### config.mk
export PLATFORM = sky130hd
export DESIGN_NAME = crc_parallel_engine
export DESIGN_NICKNAME = d
export VERILOG_FILES = /design/src/rtl/crc_par_pkg.sv /design/src/rtl/crc_par_step.sv /design/src/rtl/crc_parallel_engine.sv
export SDC_FILE = /design/constraint.sdc
export NUM_CORES = 1
export LEC_CHECK = 0
export ABC_AREA = 1
export CORE_MARGIN = 2
export CORE_UTILIZATION = 50
export CTS_CLUSTER_DIAMETER = 50
export DETAILED_ROUTE_END_ITERATION = 8
export GPL_TIMING_DRIVEN = 1
export PLACE_DENSITY = 0.78
export SLEW_MARGIN = 40
export SYNTH_ARGS = -nofsm -noshare
export SYNTH_HDL_FRONTEND = slang
export SYNTH_SLANG_ARGS = --single-unit
### constraint.sdc
create_clock -name clk -period 1.8 [get_ports clk]
set_input_delay 0.36 -clock clk [delete_from_list [all_inputs] [get_ports clk]]
set_output_delay 0.36 -clock clk [all_outputs]
set_load 0.05 [all_outputs]
### src/rtl/crc_par_pkg.sv
// Shared types, constants and helpers for the parallel CRC engine.
// Optional feature macro used by the engine: CRC_PAR_RESIDUE_CHECK_EN.
package crc_par_pkg;

    // Frame-level engine state
    typedef enum logic [1:0] {
        ST_IDLE = 2'd0,
        ST_RUN  = 2'd1,
        ST_DONE = 2'd2
    } crc_state_t;

    // Common generator polynomials (implicit top bit omitted)
    localparam logic [15:0] CRC16_CCITT = 16'h1021;
    localparam logic [31:0] CRC32       = 32'h04C11DB7;

    // Reverse the low w bits of v; bits above w come back as zero
    function automatic logic [63:0] reverse_bits(input logic [63:0] v, input int unsigned w);
        logic [63:0] r;
        r = '0;
        for (int i = 0; i < 64; i++) begin
            if (i < int'(w)) begin
                r[i] = v[int'(w) - 1 - i];
            end
        end
        return r;
    endfunction

endpackage

### src/rtl/crc_par_step.sv
// Combinational CRC fold of one DATA_W-bit beat into a CRC_W-bit register.
// Bytes are taken first-in-stream from the top of i_data, each folded MSB first
// (or LSB first when REFLECT=1, which is the same as folding the reversed byte).
module crc_par_step
    import crc_par_pkg::*;
#(
    parameter int                CRC_W   = 16,
    parameter int                DATA_W  = 8,
    parameter logic [CRC_W-1:0]  POLY    = CRC_W'(CRC16_CCITT),
    parameter bit                REFLECT = 1'b0
) (
    input  logic [CRC_W-1:0]  i_crc,
    input  logic [DATA_W-1:0] i_data,
    output logic [CRC_W-1:0]  o_crc
);

    localparam int NBYTES = DATA_W / 8;

    genvar gi, gj;
    generate
        for (gi = 0; gi < NBYTES; gi++) begin : g_byte
            logic [7:0]       w_raw;
            logic [CRC_W-1:0] w_byte_in;
            logic [CRC_W-1:0] w_byte_out;

            assign w_raw = i_data[DATA_W-1-8*gi -: 8];

            // Each byte stage starts from the previous byte's result
            if (gi == 0) begin : g_first
                assign w_byte_in = i_crc;
            end else begin : g_chain
                assign w_byte_in = g_byte[gi-1].w_byte_out;
            end

            for (gj = 0; gj < 8; gj++) begin : g_bit
                logic [CRC_W-1:0] w_prev;
                logic [CRC_W-1:0] w_next;
                logic             w_d;
                logic             w_fb;

                if (gj == 0) begin : g_b0
                    assign w_prev = w_byte_in;
                end else begin : g_bn
                    assign w_prev = g_bit[gj-1].w_next;
                end

                // gj counts bits in fold order; reflection flips which end goes first
                assign w_d    = REFLECT ? w_raw[gj] : w_raw[7-gj];
                assign w_fb   = w_prev[CRC_W-1] ^ w_d;
                assign w_next = {w_prev[CRC_W-2:0], 1'b0} ^ (w_fb ? POLY : '0);
            end

            assign w_byte_out = g_bit[7].w_next;
        end
    endgenerate

    assign o_crc = g_byte[NBYTES-1].w_byte_out;

endmodule

### src/rtl/crc_parallel_engine.sv
// Framed, handshaked parallel CRC engine: one beat per cycle, result held
// until consumed. Define CRC_PAR_RESIDUE_CHECK_EN to add the crc_ok output
// (result compared against RESIDUE).
module crc_parallel_engine
    import crc_par_pkg::*;
#(
    parameter int                CRC_W   = 16,
    parameter int                DATA_W  = 8,
    parameter logic [CRC_W-1:0]  POLY    = CRC_W'(CRC16_CCITT),
    parameter logic [CRC_W-1:0]  INIT    = '1,
    parameter logic [CRC_W-1:0]  XOROUT  = '0,
    parameter bit                REFLECT = 1'b0,
    parameter logic [CRC_W-1:0]  RESIDUE = '0
) (
    input  logic              clk,
    input  logic              rst_n,
    input  logic              in_valid,
    output logic              in_ready,
    input  logic [DATA_W-1:0] in_data,
    input  logic              in_sop,
    input  logic              in_last,
    output logic              out_valid,
    input  logic              out_ready,
    output logic [CRC_W-1:0]  crc_out,
    output logic              busy
`ifdef CRC_PAR_RESIDUE_CHECK_EN
    ,
    output logic              crc_ok
`endif
);

    generate
        if (CRC_W < 8 || CRC_W > 32 || DATA_W < 8 || DATA_W > 64 || (DATA_W % 8) != 0) begin : g_bad_width
            $fatal(1, "crc_parallel_engine: illegal CRC_W/DATA_W");
        end
    endgenerate

    crc_state_t       r_state;
    logic [CRC_W-1:0] r_crc;
    logic [CRC_W-1:0] r_crc_out;
    logic             r_out_valid;
    logic             r_busy;

    logic             w_in_ready;
    logic             w_accept;
    logic             w_seed;
    logic [CRC_W-1:0] w_step_in;
    logic [CRC_W-1:0] w_step_out;
    logic [CRC_W-1:0] w_result;

    // A held result blocks new beats unless it is being consumed this cycle
    assign w_in_ready = !r_out_valid || out_ready;
    assign w_accept   = in_valid && w_in_ready;

    // Any beat outside RUN opens a frame; in_sop inside RUN restarts one
    assign w_seed    = (r_state != ST_RUN) || in_sop;
    assign w_step_in = w_seed ? INIT : r_crc;

    crc_par_step #(
        .CRC_W   (CRC_W),
        .DATA_W  (DATA_W),
        .POLY    (POLY),
        .REFLECT (REFLECT)
    ) u_step (
        .i_crc  (w_step_in),
        .i_data (in_data),
        .o_crc  (w_step_out)
    );

    assign w_result = (REFLECT ? CRC_W'(reverse_bits(64'(w_step_out), CRC_W)) : w_step_out) ^ XOROUT;

    // Frame FSM, running register and held result
    always_ff @(posedge clk or negedge rst_n) begin
        if (!rst_n) begin
            r_state     <= ST_IDLE;
            r_crc       <= INIT;
            r_crc_out   <= '0;
            r_out_valid <= 1'b0;
            r_busy      <= 1'b0;
        end else begin
            if (r_out_valid && out_ready) begin
                r_out_valid <= 1'b0;
            end
            if (w_accept) begin
                r_crc <= w_step_out;
                if (in_last) begin
                    r_state     <= ST_DONE;
                    r_busy      <= 1'b0;
                    r_out_valid <= 1'b1;
                    r_crc_out   <= w_result;
                end else begin
                    r_state <= ST_RUN;
                    r_busy  <= 1'b1;
                end
            end else if (r_state == ST_DONE && out_ready) begin
                r_state <= ST_IDLE;
            end
        end
    end

    assign in_ready  = w_in_ready;
    assign out_valid = r_out_valid;
    assign crc_out   = r_crc_out;
    assign busy      = r_busy;

`ifdef CRC_PAR_RESIDUE_CHECK_EN
    logic r_crc_ok;

    // Residue flag tracks the held result and drops when it is consumed
    always_ff @(posedge clk or negedge rst_n) begin
        if (!rst_n) begin
            r_crc_ok <= 1'b0;
        end else if (w_accept && in_last) begin
            r_crc_ok <= (w_result == RESIDUE);
        end else if (r_out_valid && out_ready) begin
            r_crc_ok <= 1'b0;
        end
    end

    assign crc_ok = r_crc_ok;
`endif

endmodule

* Yosys cells after proc, flatten, opt, wreduce, memory -nomap -nowiden
Cells that the tools add are included.
** Storage, ports and cells
- Flip-flop bits (word level) :: 36
- Word-level logic and storage cells :: 47
** Cells by class
- Eq/ne operators :: 2
- Mux-type cells :: 16
- Bitwise gates (word level) :: 16
- Reductions and logical operators :: 8
** Operators with widths (count)
- XOR 16 bit :: 8
- two-way mux 13 bit :: 8
- two-way mux 16 bit :: 1
- XOR 1 bit :: 8
- two-way mux 2 bit :: 3
- two-way mux 1 bit :: 4
- logical AND 1 bit :: 3
- == test 2 bit (second input constant) :: 1
- logical OR 1 bit :: 2
- inequality test 2 x 1 -> 1 bit (second input constant) :: 1
- AND reduction 2 bit :: 1
- nonzero test 2 bit :: 1
- logical NOT 1 bit :: 1

* Longest topological paths before layout
Gate-level depths: netlist of run 1.
- Word-level depth :: 27
- Gate-level depth with buffers :: 12
- Gate-level depth less buffers :: 11

* Modules after synthesis
Synthesis of run 1 repeated with hierarchy kept, for this count alone.
** Second synthesis, totals
- Cell total of the unflattened synthesis :: 304
- Area total of the unflattened synthesis :: 2140.8 µm²
** Modules (own cells, without submodules)
- crc_parallel_engine :: instances 1, cells each 191, area each 1632.8 µm², seq. area each 920.9 µm²
- crc_par_step :: instances 1, cells each 113, area each 508.0 µm², seq. area each 0.0 µm²

* Worst setup path before layout of run 1
Ideal clock, no wire load.
- Path type :: flip-flop to flip-flop
- From :: reg r_out_valid, in the netlist out_valid
- To :: reg r_state[1]
- Library setup time :: 130 ps
- Arrival time :: 1814 ps
- Slack :: -144 ps
- Cell stages (with the launch flop) :: 7
- Path buffers :: 1
- Period minus slack after synthesis :: 1944 ps
- Cell sequence :: dfrtp_1 > nand2_1 > nand2_1 > inv_1 > nand2_2 > buf_2 > o21ai_0
** On the way
- Longest elaborated chain between the ends :: 4
- Elaborated cells between the ends (all ways) :: 5
- Those cells by class :: mux: 1; reduce/logical: 4
** RTL lines
- start, declared :: RTL line crc_parallel_engine.sv:41 : logic r_out_valid;
- start signal, assigned :: RTL line crc_parallel_engine.sv:78 : r_out_valid <= 1'b0;
- start signal, assigned :: RTL line crc_parallel_engine.sv:82 : r_out_valid <= 1'b0;
- start signal, assigned :: RTL line crc_parallel_engine.sv:89 : r_out_valid <= 1'b1;
- logical NOT 1 bit * :: RTL line crc_parallel_engine.sv:52 : assign w_in_ready = !r_out_valid || out_ready;
- logical OR 1 bit * :: RTL line crc_parallel_engine.sv:52
- named net in_ready :: RTL line crc_parallel_engine.sv:18 : output logic in_ready,
- logical AND 1 bit * :: RTL line crc_parallel_engine.sv:53 : assign w_accept = in_valid && w_in_ready;
- two-way mux 2 bit / nonzero test 2 bit (equally long branches)
- end signal, assigned :: RTL line crc_parallel_engine.sv:87 : r_state <= ST_DONE;
- end signal, assigned :: RTL line crc_parallel_engine.sv:92 : r_state <= ST_RUN;
- end signal, assigned :: RTL line crc_parallel_engine.sv:96 : r_state <= ST_IDLE;
- end, declared :: RTL line crc_parallel_engine.sv:38 : crc_state_t r_state;
Mark *: on every way through the listed nets, which the timed path passes. The rest lies on a longest branch.
A chain may end at the register's enable or synchronous reset.

* Worst setup path after layout of run 1
- From :: reg r_state[1]
- To :: reg r_crc_out[6], in the netlist crc_out[6]
** On the way
- Longest elaborated chain between the ends :: 15
- Elaborated cells between the ends (all ways) :: 17
- Those cells by class :: eq/ne: 1; mux: 4; bitwise: 11; reduce/logical: 1
** RTL lines
- start signal, assigned :: RTL line crc_parallel_engine.sv:75 : r_state <= ST_IDLE;
- start signal, assigned :: RTL line crc_parallel_engine.sv:87
- start signal, assigned :: RTL line crc_parallel_engine.sv:92
- inequality test 2 x 1 -> 1 bit * :: RTL line crc_parallel_engine.sv:56 : assign w_seed = (r_state != ST_RUN) || in_sop;
- logical OR 1 bit * :: RTL line crc_parallel_engine.sv:56
- two-way mux 16 bit * :: RTL line crc_parallel_engine.sv:57 : assign w_step_in = w_seed ? INIT : r_crc;
- XOR 16 bit * (2 in a row) :: RTL line crc_par_step.sv:50 : assign w_next = {w_prev[CRC_W-2:0], 1'b0} ^ (w_fb ? POLY : '0);
- XOR 1 bit :: RTL line crc_par_step.sv:49 : assign w_fb = w_prev[CRC_W-1] ^ w_d;
- two-way mux 13 bit :: RTL line crc_par_step.sv:50
- XOR 16 bit * (4 in a row) :: RTL line crc_par_step.sv:50
- XOR 1 bit :: RTL line crc_par_step.sv:49
- two-way mux 13 bit :: RTL line crc_par_step.sv:50
- XOR 16 bit * (2 in a row) :: RTL line crc_par_step.sv:50
- end signal, assigned :: RTL line crc_parallel_engine.sv:90 : r_crc_out <= w_result;
- end, declared :: RTL line crc_parallel_engine.sv:40 : logic [CRC_W-1:0] r_crc_out;
Every way passes the cells marked *; elsewhere a longest branch is shown, timed or not.

==> impl_metrics.csv, run 1 <==
group,metric,value,unit
status,status,"complete, no violations",
worst_setup_path,cp.arrival,1.78,ns
clocking,post_cts_resized,0,
routing,drcViolationCount,0,
placed_design,placed_cells,341,
routing,vias,1741,
global_routing,grt_first_pass_wirelength,7300,µm
routing,drt-initial-drc-count,125,
global_routing,grt_max_degree,37,
hold_path,min_path_type,"in2async",
global_routing,busiest_layer,"met2",
sta,rsz0062_at_grt,"false",
clocking,cts_buffers,5,
routing,via_per_inst,4.99,
final_layout,drive_gt1_share,36.1,%
final_layout,nets,312,
job,cap_viol_max_count,0,
global_routing,antenna_found_initial,0,
routing,drt-total-wl,4510,µm
floorplanning,dieArea,4650,µm²
worst_setup_path,r2r_end,"crc_out[6]",
clocking,root_buffer,"clkbuf_8",
synth,ys_types,24,
floorplanning,fp.dieH,68.2,µm
synth,synth-seq-area-share,44.7,%
global_routing,grt.total_usage,21.8,%
synth,yosys.area.top_type,"dfrtp_1",
pwr,finalPower,2.92,mW
synth,yosysMostFrequentCell,"nand2_1",
sta,hold_violations,0,
final_layout,area_growth,25.0,%
worst_setup_path,cp-endpoint,"crc_out[6]",
pwr,leakage,1.32,nW
pwr,seqPwrFrac,39.7,%
clocking,hold_buffers,0,
sta,finalClockSkew,0.00824,ns
synth,yosysTopAreaCellShare,24.3,%
sta,fin_crit_sh,88.6,%
pwr,p_clk_share,19.3,%
worst_setup_path,cp.required,1.98,ns
routing,dr.pass1.iters,5,
pwr,switchingPower,1.21,mW
floorplanning,std_cell_rows,23,
synth,synth.avg_cell_area,8.24,µm²
placed_design,hpwlAfterDp,3390,µm
pwr,combinationalPowerShare,41.0,%
floorplanning,core_region_area,3970,µm²
placed_design,gp_congestion,0.874,
synth,synth_edf_count,0,
sta,period_minus_slack,1.59,ns
global_routing,grt_pass1_vias,1606,
floorplanning,start_util,51.9,%
clocking,clk_pin_slew,0.08,ns
worst_setup_path,r2r_slack,0.21,ns
worst_setup_path,path_max_fanout,14,
sta,slew_headroom,70.1,%
pwr,p_int,1.71,mW
worst_setup_path,r2r_start,"r_state[1]",
clocking,insertion_delay,0.29,ns
synth,syn_nets,264,
worst_setup_path,startpoint_type,"flip-flop",
synth,synthCells,250,
synth,synth_area_leaders,"dfrtp_1, dfstp_2, nand2_1",
worst_setup_path,critical_path_class,"reg2reg",
synth,synthTopCellsByCount,"nand2_1, nand3_1, inv_1, dfrtp_1, nand2_2",
sta,slew_violations,0,
worst_setup_path,ff2ff_path_depth,10,
pwr,power_density,1130,nW/µm²
clocking,h-tree-depth,2,
final_layout,insertedDiodeCount,0,
clocking,cts_buffer_depth,2,
final_layout,stdcell_count,349,
synth,yosysWarnings,0,
pwr,switching_share,41.4,%
worst_setup_path,cp-end-kind,"flip-flop",
routing,wl_per_cell,12.9,µm
synth,synth-seq-cells,36,
placed_design,io_buffers,32,
clocking,post_cts_buffers,0,
sta,timing.fmax,627,MHz
global_routing,grt-ovfl-total,0,
pwr,irDropWorstVdd,0.721,mV
synth,synthFlopType,"dfrtp_1",
sta,worst_pin_slew,0.449,ns
clocking,cts_tree,"built",
global_routing,grt_util_met3,3.95,%
sta,setup_viol,0,
floorplanning,ios,33,
sta,timing.hold.ws,0.466,ns
global_routing,grt.met2_usage,36.3,%
clocking,clock_sinks,36,
routing,antenna_left,0,
final_layout,utilization,64.8,%
synth,postSynth.asyncResetShare,100,%
global_routing,grtUsageMet1,28.6,%
synth,synth_area,2060,µm²
worst_setup_path,cp-startpoint,"r_state[1]",
floorplanning,die_w,68.2,µm
power groups by stage:
stage | Combinational (mW) | Clock [mW] | Sequential (mW)
final | 1.20 | 0.563 | 1.16
after global routing | 1.30 | 0.607 | 1.18
after CTS | 1.21 | 0.578 | 1.16
after detailed placement | 1.21 | 0 | 1.17
after global placement | 1.19 | 0 | 1.17
after floorplan | 0.520 | 0 | 1.48
layout by cell type (no fill, tap or decap), drive strengths merged:
| master | count |
|---|---|
| nand2 | 93 |
| inv | 37 |
| buf | 35 |
| nand3 | 35 |
| dfrtp | 20 |
| o21ai | 19 |
| dfstp | 16 |
| clkdlybuf4s50 | 12 |
| nor2 | 12 |
| nand4 | 7 |
| clkbuf | 6 |
| xnor2 | 3 |
| nor3 | 1 |
| clkinv | 1 |
| clkinvlp | 1 |
| dlymetal6s2s | 1 |
state kept, by name, indices dropped and copies added, names as in the netlist:
signal / flops
busy: 1
out_valid: 1
r_state: 2
crc_out: 16
r_crc: 16
critical path, stage by stage, from the launching register on:
cell     delay, ns
dfrtp_1       0.43
inv_2         0.29
nand3_1       0.13
nand2_1       0.08
nand2_2       0.09
inv_1         0.13
nand2_4       0.07
nand2_4       0.09
nand2_2       0.05
nand3_1       0.07
nand2_1       0.06
how the worst min path moves through the flow:
| stage | slack, ns | start | end | cells after the start |
|---|---|---|---|---|
| 2_1_floorplan | 0.06 | rst_n | busy | 0 |
| 5_1_grt | 0.49 | r_crc[5] | r_crc[5] | 2 |
| 3_3_place_gp | 0.46 | r_crc[12] | r_crc[12] | 2 |
| 3_5_place_dp | 0.46 | r_crc[14] | r_crc[14] | 2 |
| 4_1_cts | 0.47 | r_crc[12] | r_crc[12] | 2 |
| 6_report | 0.47 | rst_n | crc_out[10] | 2 |
area by class of cell:
cell class	count	area (µm²)
timing repair buffer	48	420
sequential	36	921
multi-input combinational	170	946
fill	359	1400
tap	50	62.6
clock inverter	2	12.5
inverter	37	139
clock buffer	6	72.6
per-layer routing:
metal	routed length [µm]	vias to the layer above
met2	2260	34
met3	178	6
li1	-	878
met5	0	-
met4	70	0
met1	2000	823
stage by stage:
step | setup WS (ns) | setup TNS (ns) | cell area (µm²)
2_1_floorplan | 0.0390 | 0 | 2060
3_3_place_gp | -0.183 | -3.83 | 2490
3_5_place_dp | -0.239 | -5.09 | 2490
4_1_cts | 0.0758 | 0 | 2570
5_1_grt | 0.0646 | 0 | 2570
6_report | 0.206 | 0 | 2570
logic make-up after synthesis:
kind of cell / share of synthesized area (%)
simple gates: 39.9
buf+inv: 9.48
flops: 44.7
compound gates: 4.62
xor+xnor: 1.28
Power figures use the tool's default switching activity.
==> inputs of run 2 (changes only) <==
CORE_UTILIZATION = 29   (was 50)
PLACE_DENSITY = 0.51   (was 0.78)
==> impl_metrics.csv, run 2 (synthesized netlist as in run 1, its figures left out) <==
group,metric,value,unit
global_routing,grt_util_met3,2.80,%
global_routing,grtUsageMet1,18.9,%
routing,dr.pass1.iters,6,
sta,slew_violations,0,
final_layout,drive_gt1_share,37.2,%
global_routing,grt_first_pass_wirelength,8120,µm
worst_setup_path,cp.required,1.97,ns
worst_setup_path,critical_path_class,"reg2reg",
placed_design,io_buffers,32,
routing,wl_per_cell,11.9,µm
routing,drt-total-wl,4730,µm
routing,drcViolationCount,0,
global_routing,grt-ovfl-total,0,
hold_path,min_path_type,"in2async",
clocking,hold_buffers,0,
clocking,clk_pin_slew,0.08,ns
floorplanning,std_cell_rows,30,
clocking,root_buffer,"clkbuf_8",
worst_setup_path,cp.arrival,1.82,ns
pwr,irDropWorstVdd,0.574,mV
sta,timing.hold.ws,0.436,ns
floorplanning,ios,33,
pwr,power_density,1160,nW/µm²
final_layout,final_cell_mix,"nand2_1, buf_4, nand3_1, inv_1, nand2_2",
placed_design,hpwlAfterDp,3540,µm
sta,worst_pin_slew,0.341,ns
clocking,clock_sinks,36,
worst_setup_path,startpoint_type,"flip-flop",
routing,antenna_left,0,
floorplanning,dieArea,7790,µm²
routing,vias,1689,
final_layout,final_common_cell,"nand2_1",
final_layout,insertedDiodeCount,0,
placed_design,gp_congestion,0.802,
clocking,cts_buffers,5,
global_routing,grt_pass1_vias,1678,
clocking,cts_tree,"built",
worst_setup_path,path_max_fanout,8,
floorplanning,fp.dieH,88.3,µm
worst_setup_path,cp-end-kind,"flip-flop",
routing,drt-initial-drc-count,57,
global_routing,grt.met2_usage,21.5,%
sta,setup_viol,0,
pwr,leakage,1.35,nW
final_layout,n_fill_cell,713,
sta,timing.fmax,610,MHz
sta,period_minus_slack,1.64,ns
floorplanning,start_util,30.1,%
clocking,cts_buffer_depth,2,
sta,finalClockSkew,0.00665,ns
floorplanning,core_region_area,6830,µm²
final_layout,area_growth,31.2,%
routing,via_per_inst,4.25,
clocking,h-tree-depth,2,
global_routing,busiest_layer,"met2",
clocking,insertion_delay,0.29,ns
global_routing,grt.total_usage,13.6,%
global_routing,antenna_found_initial,0,
final_layout,nets,314,
floorplanning,die_w,88.3,µm
status,status,"complete, no violations",
global_routing,grt_max_degree,37,
sta,fin_setup_tns,0,ns
sta,fin_crit_sh,91.1,%
sta,slew_headroom,77.3,%
sta,hold_violations,0,
job,cap_viol_max_count,0,
## run 2: cell type report
type,instances,area [µm²],share of cell area [%]
tap,96,120,4.45
timing repair buffer,50,447,16.5
clock inverter,1,30.0,1.11
clock buffer,7,96.3,3.57
multi-input combinational,170,948,35.1
inverter,37,139,5.14
sequential,36,921,34.1
## run 2: final timing paths
check	cells past startpoint	endpoint	from	slack, ns
min reg2reg	2	r_crc[5]	r_crc[5]	0.47
min in group clk	2	r_crc[5]	r_crc[5]	0.47
min	2	crc_out[8]	rst_n	0.44
max reg2reg	12	crc_out[14]	r_state[0]	0.16
max in group asynchronous	2	r_crc[10]	rst_n	1.10
max	12	crc_out[14]	r_state[0]	0.16
## run 2: report_power, final
group | total, mW | switching, mW | leakage (nW) | internal (mW)
Combinational | 1.21 | 0.807 | 0.877 | 0.399
Clock | 0.786 | 0.297 | 0.0645 | 0.489
Sequential | 1.15 | 0.103 | 0.412 | 1.05
Total | 3.14 | 1.21 | 1.35 | 1.94
## run 2: critical path: stages (launching register included)
cell and delay [ns]:
dfrtp_1 0.39, inv_2 0.08, nor2_4 0.25, buf_6 0.14, nand3_1 0.05, nand2_1 0.08, nand2_2 0.11, inv_2 0.08
nand2_2 0.07, nand2_4 0.10, nand2_2 0.06, nand3_1 0.07, nand2_1 0.05
## run 2: through the flow
stage          util (%)  worst slack (ns)  power, mW  instances  area [µm²]
5_1_grt            39.5         -0.000405       3.33        397        2700
4_1_cts            39.0            0.0568       3.18        394        2660
3_3_place_gp       37.1            -0.247       2.37        386        2540
2_1_floorplan         -            0.0390       2.00        250        2060
3_5_place_dp       37.1            -0.252       2.37        386        2540
6_report           39.5             0.159       3.14        397        2700
## run 2: layer usage
metal | wire (µm) | part of all wire [%]
met5 | 0 | 0
met4 | 57 | 1.2
met3 | 161 | 3.4
met2 | 2130 | 45
met1 | 2380 | 50
## run 2: timing repair
item                                    4_1_cts  5_1_grt
endpoints found under the setup margin        0       10
gates resized for setup                       0        5
buffers inserted                              0        3
